## src/rtl/parity_pkg.sv

```systemverilog
// Shared types and helpers for the parity framing path (parity_calc / parity_frame_tx).
package parity_pkg;

    typedef enum logic [2:0] {
        ST_IDLE,
        ST_START,
        ST_DATA,
        ST_PARITY,
        ST_STOP
    } tx_state_t;

    // Zero-extension leaves the XOR unchanged, so any word up to 64 bits can be passed in.
    function automatic logic calc_even_parity(input logic [63:0] d);
        return ^d;
    endfunction

endpackage

```

## src/rtl/parity_frame_tx_bit_timer.sv

```systemverilog
// Bit-period timer: counts 0..BIT_CYCLES-1 and flags the terminal count.
module bit_timer
    import parity_pkg::*;
#(
    parameter int BIT_CYCLES = 4
) (
    input  logic clk,
    input  logic rst,
    input  logic clr,
    output logic tick
);

    localparam int CW = (BIT_CYCLES > 1) ? $clog2(BIT_CYCLES) : 1;
    localparam logic [CW-1:0] TC = CW'(BIT_CYCLES - 1);

    logic [CW-1:0] cnt_q;
    logic [CW-1:0] cnt_d;

    // With BIT_CYCLES=1 the count never leaves 0, so tick is high every cycle.
    assign tick = (cnt_q == TC);

    always_comb begin
        cnt_d = (clr || tick) ? '0 : cnt_q + CW'(1);
    end

    always_ff @(posedge clk) begin
        if (rst) begin
            cnt_q <= '0;
        end else begin
            cnt_q <= cnt_d;
        end
    end

endmodule

```

## src/rtl/parity_frame_tx.sv

```systemverilog
// Framed serial transmitter: start, data LSB-first, parity, stop; each bit BIT_CYCLES clocks.
// Define PARITY_FRAME_RECHECK_EN to recompute parity on accept and flag mismatches on par_err.
//
// state  | meaning
// IDLE   | line high, ready for a word
// START  | start bit (low)
// DATA   | data bits, LSB first
// PARITY | latched parity bit
// STOP   | stop bit (high), then back to IDLE with frame_done
module parity_frame_tx
    import parity_pkg::*;
#(
    parameter int WIDTH      = 10,
    parameter int BIT_CYCLES = 4
) (
    input  logic             clk,
    input  logic             rst,
    input  logic [WIDTH-1:0] data,
    input  logic             par,
    input  logic             valid,
    output logic             ready,
    output logic             tx,
    output logic             busy,
    output logic             frame_done,
    output logic             par_err
);

    localparam int FRAME_BITS = WIDTH + 3;
    localparam int IW = $clog2(FRAME_BITS);
    localparam logic [IW-1:0] LAST_IDX = IW'(WIDTH - 1);

    tx_state_t        state_q, state_d;
    logic [WIDTH-1:0] shift_q, shift_d;
    logic             par_q, par_d;
    logic [IW-1:0]    idx_q, idx_d;
    logic             tx_q, tx_d;
    logic             busy_q, busy_d;
    logic             done_q, done_d;
    logic             tick;
    logic             handshake;

    assign ready     = (state_q == ST_IDLE);
    assign handshake = valid && ready;

    // Held clear through IDLE so the first START cycle always begins at count 0.
    bit_timer #(
        .BIT_CYCLES(BIT_CYCLES)
    ) u_bit_timer (
        .clk (clk),
        .rst (rst),
        .clr (ready),
        .tick(tick)
    );

    always_comb begin
        state_d = state_q;
        shift_d = shift_q;
        par_d   = par_q;
        idx_d   = idx_q;
        done_d  = 1'b0;

        case (state_q)
            ST_IDLE: begin
                if (handshake) begin
                    state_d = ST_START;
                    shift_d = data;
                    par_d   = par;
                    idx_d   = '0;
                end
            end
            ST_START: begin
                if (tick) state_d = ST_DATA;
            end
            ST_DATA: begin
                if (tick) begin
                    if (idx_q == LAST_IDX) begin
                        state_d = ST_PARITY;
                    end else begin
                        shift_d = shift_q >> 1;
                        idx_d   = idx_q + IW'(1);
                    end
                end
            end
            ST_PARITY: begin
                if (tick) state_d = ST_STOP;
            end
            ST_STOP: begin
                if (tick) begin
                    state_d = ST_IDLE;
                    done_d  = 1'b1;
                end
            end
            default: state_d = ST_IDLE;
        endcase

        // Outputs are decoded from the next state so they line up with the registered state.
        case (state_d)
            ST_START:  tx_d = 1'b0;
            ST_DATA:   tx_d = shift_d[0];
            ST_PARITY: tx_d = par_d;
            default:   tx_d = 1'b1;
        endcase
        busy_d = (state_d != ST_IDLE);
    end

    always_ff @(posedge clk) begin
        if (rst) begin
            state_q <= ST_IDLE;
            shift_q <= '0;
            par_q   <= 1'b0;
            idx_q   <= '0;
            tx_q    <= 1'b1;
            busy_q  <= 1'b0;
            done_q  <= 1'b0;
        end else begin
            state_q <= state_d;
            shift_q <= shift_d;
            par_q   <= par_d;
            idx_q   <= idx_d;
            tx_q    <= tx_d;
            busy_q  <= busy_d;
            done_q  <= done_d;
        end
    end

    assign tx         = tx_q;
    assign busy       = busy_q;
    assign frame_done = done_q;

`ifdef PARITY_FRAME_RECHECK_EN
    logic perr_q, perr_d;

    // The frame still goes out with the received parity; this only raises a sticky flag.
    always_comb begin
        perr_d = perr_q | (handshake && (calc_even_parity(64'(data)) != par));
    end

    always_ff @(posedge clk) begin
        if (rst) begin
            perr_q <= 1'b0;
        end else begin
            perr_q <= perr_d;
        end
    end

    assign par_err = perr_q;
`else
    assign par_err = 1'b0;
`endif

endmodule
```

## config.mk

```make
export PLATFORM = sky130hd
export DESIGN_NAME = parity_frame_tx
export DESIGN_NICKNAME = d
export VERILOG_FILES = /design/src/rtl/parity_pkg.sv /design/src/rtl/parity_frame_tx_bit_timer.sv /design/src/rtl/parity_frame_tx.sv
export SDC_FILE = /design/constraint.sdc
export NUM_CORES = 1
export LEC_CHECK = 0
export BUFFER_PORTS_ARGS = -buffer_cell sky130_fd_sc_hd__buf_2
export CAP_MARGIN = 10
export CELL_PAD_IN_SITES_DETAIL_PLACEMENT = 0
export CELL_PAD_IN_SITES_GLOBAL_PLACEMENT = 2
export CORE_MARGIN = 2
export CORE_UTILIZATION = 35
export CTS_CLUSTER_DIAMETER = 40
export DETAILED_ROUTE_END_ITERATION = 7
export PLACE_DENSITY = 0.9
export REMOVE_ABC_BUFFERS = 1
export SLEW_MARGIN = 5
export SYNTH_ARGS = -nofsm -noshare
export SYNTH_HDL_FRONTEND = slang
export SYNTH_HIERARCHICAL = 1
export SYNTH_SLANG_ARGS = --single-unit
```

## constraint.sdc

```tcl
create_clock -name clk -period 4.7 [get_ports clk]
set_clock_uncertainty 0.15 [all_clocks]
set_input_delay 0.47 -clock clk [delete_from_list [all_inputs] [get_ports clk]]
set_output_delay 0.47 -clock clk [all_outputs]
set_load 0.01 [all_outputs]
```

# Yosys cells after proc, flatten, opt, wreduce, memory -nomap -nowiden
# Cells that the tools add are included.
[totals] register_bits=23
[classes] bitwise_logic=1 eq_ne=12 n_reduce_logical=8 muxes=19 addsub=2
[ops] cell="$mux 10" n=3
[ops] cell="$pmux 10 s2" n=1
[ops] cell="$mux 3" n=6
[ops] cell="$pmux 3 s5" n=1
[ops] cell="$eq 3x2->1 const B" n=4
[ops] cell="$mux 4" n=3
[ops] cell="$pmux 4 s2" n=1
[ops] cell="$eq 3x1->1 const B" n=2
[ops] cell="$add 4x1->4 const B" n=1
[ops] cell="$eq 4x4->1 const B" n=1
[ops] cell="$ne 2x1->1 const B" n=2
[ops] cell="$reduce_and 4->1" n=1
[ops] cell="$reduce_or 2->1" n=2
[ops] cell="$eq 3x3->1 const B" n=1
[ops] cell="$logic_not 3->1" n=1
[ops] cell="$mux 1" n=3
[ops] cell="$pmux 1 s3" n=1
[ops] cell="$reduce_bool 3->1" n=1
[ops] cell="$add 2x1->2 const B" n=1
[ops] cell="$eq 2x2->1 const B" n=1
[ops] cell="$ne 2x2->1 const B" n=1
[ops] cell="$reduce_bool 2->1" n=1
[ops] cell="$logic_and 1x1->1" n=1
[ops] cell="$logic_or 1x1->1" n=1
[ops] cell="$not 1->1" n=1

# Depth between registers and ports, before layout
[depth] ltp_word=6 depth_mapped=7

# Cells and area by module
# Netlist, hierarchy kept.
[modules_own_cells] module="parity_frame_tx" area_per_inst_um2=954.7 cells_each=105 n_inst=1
[modules_own_cells] module="bit_timer" area_per_inst_um2=80.1 cells_each=5 n_inst=1

# Least setup slack after synthesis
# No wires, ideal clock.
[synth_path] path_type="register -> register" start="reg state_q[1]" end="reg idx_q[2]" path_slack_ps=3028 path_stages_with_launch=6 t_arrival_ps=1462 setup_ps=59 path_cell_list="dfxtp_1 buf_4 nor4b_4 a31oi_1 or4b_1 nand2_1"
[synth_via] elab_chain_len=4 elab_cells_between_ends=9 classes_between="4 x eq/ne; 1 x mux; 4 x reduce/logical"
[synth_lines] element="start: declaration" line="parity_frame_tx.sv:32" source="tx_state_t state_q, state_d;"
[synth_lines] element="start signal: assignment" line="parity_frame_tx.sv:116" source="state_q <= state_d;"
[synth_lines] element="$logic_not 3->1" line="parity_frame_tx.sv:42, parity_frame_tx.sv:62"
[synth_lines] element="$logic_and 1x1->1" line="parity_frame_tx.sv:43" source="assign handshake = valid && ready;"
[synth_lines] element="$ne 2x1->1 (no source line)"
[synth_lines] element="$reduce_and 4->1 (no source line)"
[synth_lines] element="end signal: assignment" line="parity_frame_tx.sv:119" source="idx_q <= idx_d;"
[synth_lines] element="end: declaration" line="parity_frame_tx.sv:35" source="logic [IW-1:0] idx_q, idx_d;"
# Several ways; a longest one is shown, not always the timed one.
# A chain may end at the register's enable or synchronous reset.

# Worst setup path after layout
[layout_path] start="reg state_q[2]" end="reg idx_q[1]"
# Same word-level chain as after synthesis.

==> impl_metrics.xml <==
<?xml version="1.0" encoding="UTF-8"?>
<metrics>
  <group name="run_status">
    <metric name="status" unit="">completed</metric>
  </group>
  <group name="detailed_routing">
    <metric name="ant_nets" unit="">0</metric>
    <metric name="routed_wl" unit="um">1871</metric>
    <metric name="firstDrtPassIters" unit="">4</metric>
    <metric name="initialDrtViolationCount" unit="">20</metric>
    <metric name="remaining_drc_errors" unit="">0</metric>
    <metric name="post_drt_via_cell_ratio" unit="">5.247</metric>
    <metric name="wire_per_inst" unit="um">12.15</metric>
    <metric name="route.vias.total" unit="">808</metric>
  </group>
  <group name="synth">
    <metric name="synth_edf_count" unit="">0</metric>
    <metric name="syn-instance-count" unit="">110</metric>
    <metric name="synth_area" unit="um^2">1035</metric>
    <metric name="ys_async_sr_fraction" unit="%">0</metric>
    <metric name="synth_cell_type_count" unit="">37</metric>
    <metric name="synth_seq_area_share" unit="%">44.50</metric>
    <metric name="dominantRegCellSynth" unit="">dfxtp_1</metric>
    <metric name="synth_area_per_cell" unit="um^2">9.407</metric>
    <metric name="synth.yosys.warnings" unit="">6</metric>
    <metric name="ys_ff_latch" unit="">23</metric>
  </group>
  <group name="timing">
    <metric name="setup-violations-final" unit="">0</metric>
    <metric name="maxSlewViolCount" unit="">0</metric>
    <metric name="hold_violations" unit="">0</metric>
    <metric name="min_period" unit="ns">2.355</metric>
    <metric name="grt_setup_unrepaired" unit="">no</metric>
    <metric name="tightestPinTransition" unit="ns">0.7867</metric>
    <metric name="maxClockFrequency" unit="MHz">424.5</metric>
    <metric name="timing.setup.tns" unit="ns">0</metric>
    <metric name="min_period_over_period" unit="%">50.12</metric>
    <metric name="timing.max_slew.rel_slack" unit="%">47.33</metric>
  </group>
  <group name="clocking">
    <metric name="clock_slew_at_the_register_clock_pins_of_the_worst_setup_and_hold_paths" unit="ns">0.13</metric>
    <metric name="numCtsBuffers" unit="">3</metric>
    <metric name="ctsHoldBuffers" unit="">0</metric>
    <metric name="worst_skew_pair_latency" unit="ns">0.31</metric>
    <metric name="cts_setup_buffers" unit="">0</metric>
    <metric name="ctsHtreeMaxLevel" unit="">1</metric>
    <metric name="number_of_cells_upsized_or_downsized_after_cts" unit="">0</metric>
    <metric name="tritoncts_clock_tree" unit="">done</metric>
    <metric name="clk_path_buf_depth" unit="">2</metric>
    <metric name="clock-sinks" unit="">23</metric>
    <metric name="clockRootBuffer" unit="">clkbuf_4</metric>
  </group>
  <group name="layout">
    <metric name="area.growth.synth_to_final" unit="%">10.28</metric>
    <metric name="final_cells" unit="">154</metric>
    <metric name="layout.cell_area.non_filler" unit="um^2">1141</metric>
    <metric name="filler_cell_count" unit="">271</metric>
    <metric name="layout_commonest_cell" unit="">dfxtp_1</metric>
    <metric name="commonest_non_fill_non_tap_cells_in_the_layout" unit="">dfxtp_1 (23), buf_2 (17), a21oi_1 (12), nand2_1 (12), a22oi_1 (9)</metric>
    <metric name="share_of_post_route_cells_with_drive_strength_above_1" unit="%">20.33</metric>
    <metric name="design.final.nets" unit="">141</metric>
    <metric name="antenna_cells" unit="">0</metric>
  </group>
  <group name="critical_path">
    <metric name="startpoint_type" unit="">flip-flop</metric>
    <metric name="critical_path.max_fanout" unit="">14</metric>
    <metric name="crit_arrival" unit="ns">2.46</metric>
    <metric name="timing.critical_path.required" unit="ns">4.80</metric>
    <metric name="setup_crit_end_kind" unit="">flip-flop</metric>
    <metric name="critical_path_class" unit="">flip-flop to flip-flop</metric>
    <metric name="setup.reg_to_reg.worst_slack" unit="ns">2.34</metric>
  </group>
  <group name="power">
    <metric name="combinational_share_of_power" unit="%">10.3</metric>
    <metric name="sw_frac_of_total" unit="%">24.60</metric>
    <metric name="pwr_density_cell" unit="nW/um^2">291.1</metric>
    <metric name="leakagePower" unit="nW">0.4459</metric>
    <metric name="clkPwrFrac" unit="%">27.2</metric>
    <metric name="total_switching_power" unit="mW">0.08172</metric>
    <metric name="seq_power_share" unit="%">62.5</metric>
    <metric name="ir_worst_vdd" unit="V">0.0001959</metric>
    <metric name="power.internal" unit="mW">0.2504</metric>
  </group>
  <group name="global_routing">
    <metric name="grt_pass1_vias" unit="">770</metric>
    <metric name="antenna_found_initial" unit="">0</metric>
    <metric name="grt_pass1_wl" unit="um">3263</metric>
    <metric name="global_route.usage.total" unit="%">12.62</metric>
    <metric name="grt_overflow" unit="">0</metric>
    <metric name="grt_max_degree" unit="">22</metric>
  </group>
  <group name="die">
    <metric name="die_width" unit="um">58.37</metric>
    <metric name="effective_utilization_at_floorplan" unit="%">37.20</metric>
    <metric name="die_height" unit="um">58.37</metric>
    <metric name="boundaryPins" unit="">19</metric>
    <metric name="fp.coreArea" unit="um^2">2781</metric>
    <metric name="number_of_rows_created_at_floorplan" unit="">19</metric>
    <metric name="floorplan.die_area" unit="um^2">3407</metric>
  </group>
  <group name="placement">
    <metric name="place_congestion" unit="">0.6571</metric>
    <metric name="detailedPlacementHpwl" unit="um">1299</metric>
    <metric name="placement.cell_area" unit="um^2">1106</metric>
    <metric name="numPlacedInstances" unit="">149</metric>
    <metric name="io_buffers" unit="">17</metric>
  </group>
  <group name="min_path">
    <metric name="min_path_type" unit="">primary input to flip-flop</metric>
  </group>
  <group name="run">
    <metric name="max_cap_viol_count" unit="">0</metric>
  </group>
</metrics>
[stage by stage]
stage | setup slack, ns | hold slack, ns | util (%) | total power [mW]
after floorplan | 2.630 | 0.2579 | - | 0.2310
after global placement | 2.200 | 0.2671 | 39.77 | 0.2448
after detailed placement | 2.115 | 0.2771 | 39.77 | 0.2457
after CTS | 2.164 | 0.2115 | 40.76 | 0.3392
after global routing | 2.230 | 0.2050 | 41.03 | 0.3539
final | 2.345 | 0.2283 | 41.03 | 0.3322
[registers in the layout, summed over array words and instances (netlist names)]
signal             cells
frame_done             1
busy                   1
par_q                  1
idx_q                  4
shift_q               10
tx                     1
u_bit_timer/cnt_q      2
state_q                3
[final cells by class]
type                       count  area [um^2]  share of cell area, %
inverter                       3        11.26                 0.9868
tap                           31        38.79                  3.399
multi-input combinational     75        510.5                  44.74
clock inverter                 1        5.005                 0.4386
sequential                    23        460.4                  40.35
timing repair buffer          18        92.59                  8.114
clock buffer                   3        22.52                  1.974
[power by group through the flow]
stage | Sequential, mW | Combinational (mW) | Clock, mW
6_report | 0.208 | 0.0343 | 0.0903
5_1_grt | 0.209 | 0.0386 | 0.107
4_1_cts | 0.208 | 0.0337 | 0.0978
3_5_place_dp | 0.212 | 0.0337 | 0
3_3_place_gp | 0.212 | 0.0331 | 0
2_1_floorplan | 0.212 | 0.0192 | 0
[critical path: stages (launching register included)]
cell     delay, ns
dfxtp_1       0.43
nor4b_4       0.77
a31oi_1       0.22
buf_4         0.25
or3b_1        0.36
a21oi_1       0.14
[layer usage]
layer  vias to the layer above  wire length (um)  track usage (%)
met5                         -                 0                0
met4                         0                 0            3.654
met3                         0               116            5.055
met2                        22               910            21.35
met1                       368               844            14.68
li1                        418                 -                -
[worst paths after layout]
kind / cells after the start / from / to
worst max-delay path: 5 / state_q[2] / idx_q[1]
worst min register to register: 1 / u_bit_timer/cnt_q[0] / u_bit_timer/cnt_q[0]
worst min-delay path: 3 / data[0] / shift_q[0]
worst max register to register: 5 / state_q[2] / idx_q[1]
[synthesized netlist by cell type (all sizes together), types with 2 or more instances]
| library cell | number | share of area (%) |
|---|---|---|
| nor3 | 2 | 0.97 |
| inv | 3 | 1.1 |
| dfxtp | 23 | 44 |
| a22oi | 9 | 6.5 |
| nand2 | 12 | 4.4 |
| nor2 | 6 | 2.2 |
| o21ai | 2 | 0.97 |
| clkbuf | 3 | 1.2 |
| buf | 6 | 3.9 |
| a21oi | 12 | 5.8 |
| nand3b | 3 | 2.2 |
| mux2i | 4 | 3.9 |
| nor4b | 2 | 3.7 |
| nand4b | 2 | 1.7 |
| or3 | 2 | 1.2 |
| ha | 3 | 3.6 |
[cells by family (layout without fill, tap and decap cells)]
group                    after synthesis  in the layout  share of synthesized area, %
adder cells (fa/ha/maj)                3              3                         3.628
flip-flops                            23             23                         44.50
AND/OR/NAND/NOR                       37             37                         22.73
XOR/XNOR                               1              1                        0.8466
other                                  1              1                        0.3624
AO/OA/AOI/OAI                         29             29                         17.90
buffers and inverters                 12             25                         6.166
multiplexers                           4              4                         3.870
No activity file was read; power rests on OpenSTA's default activity.
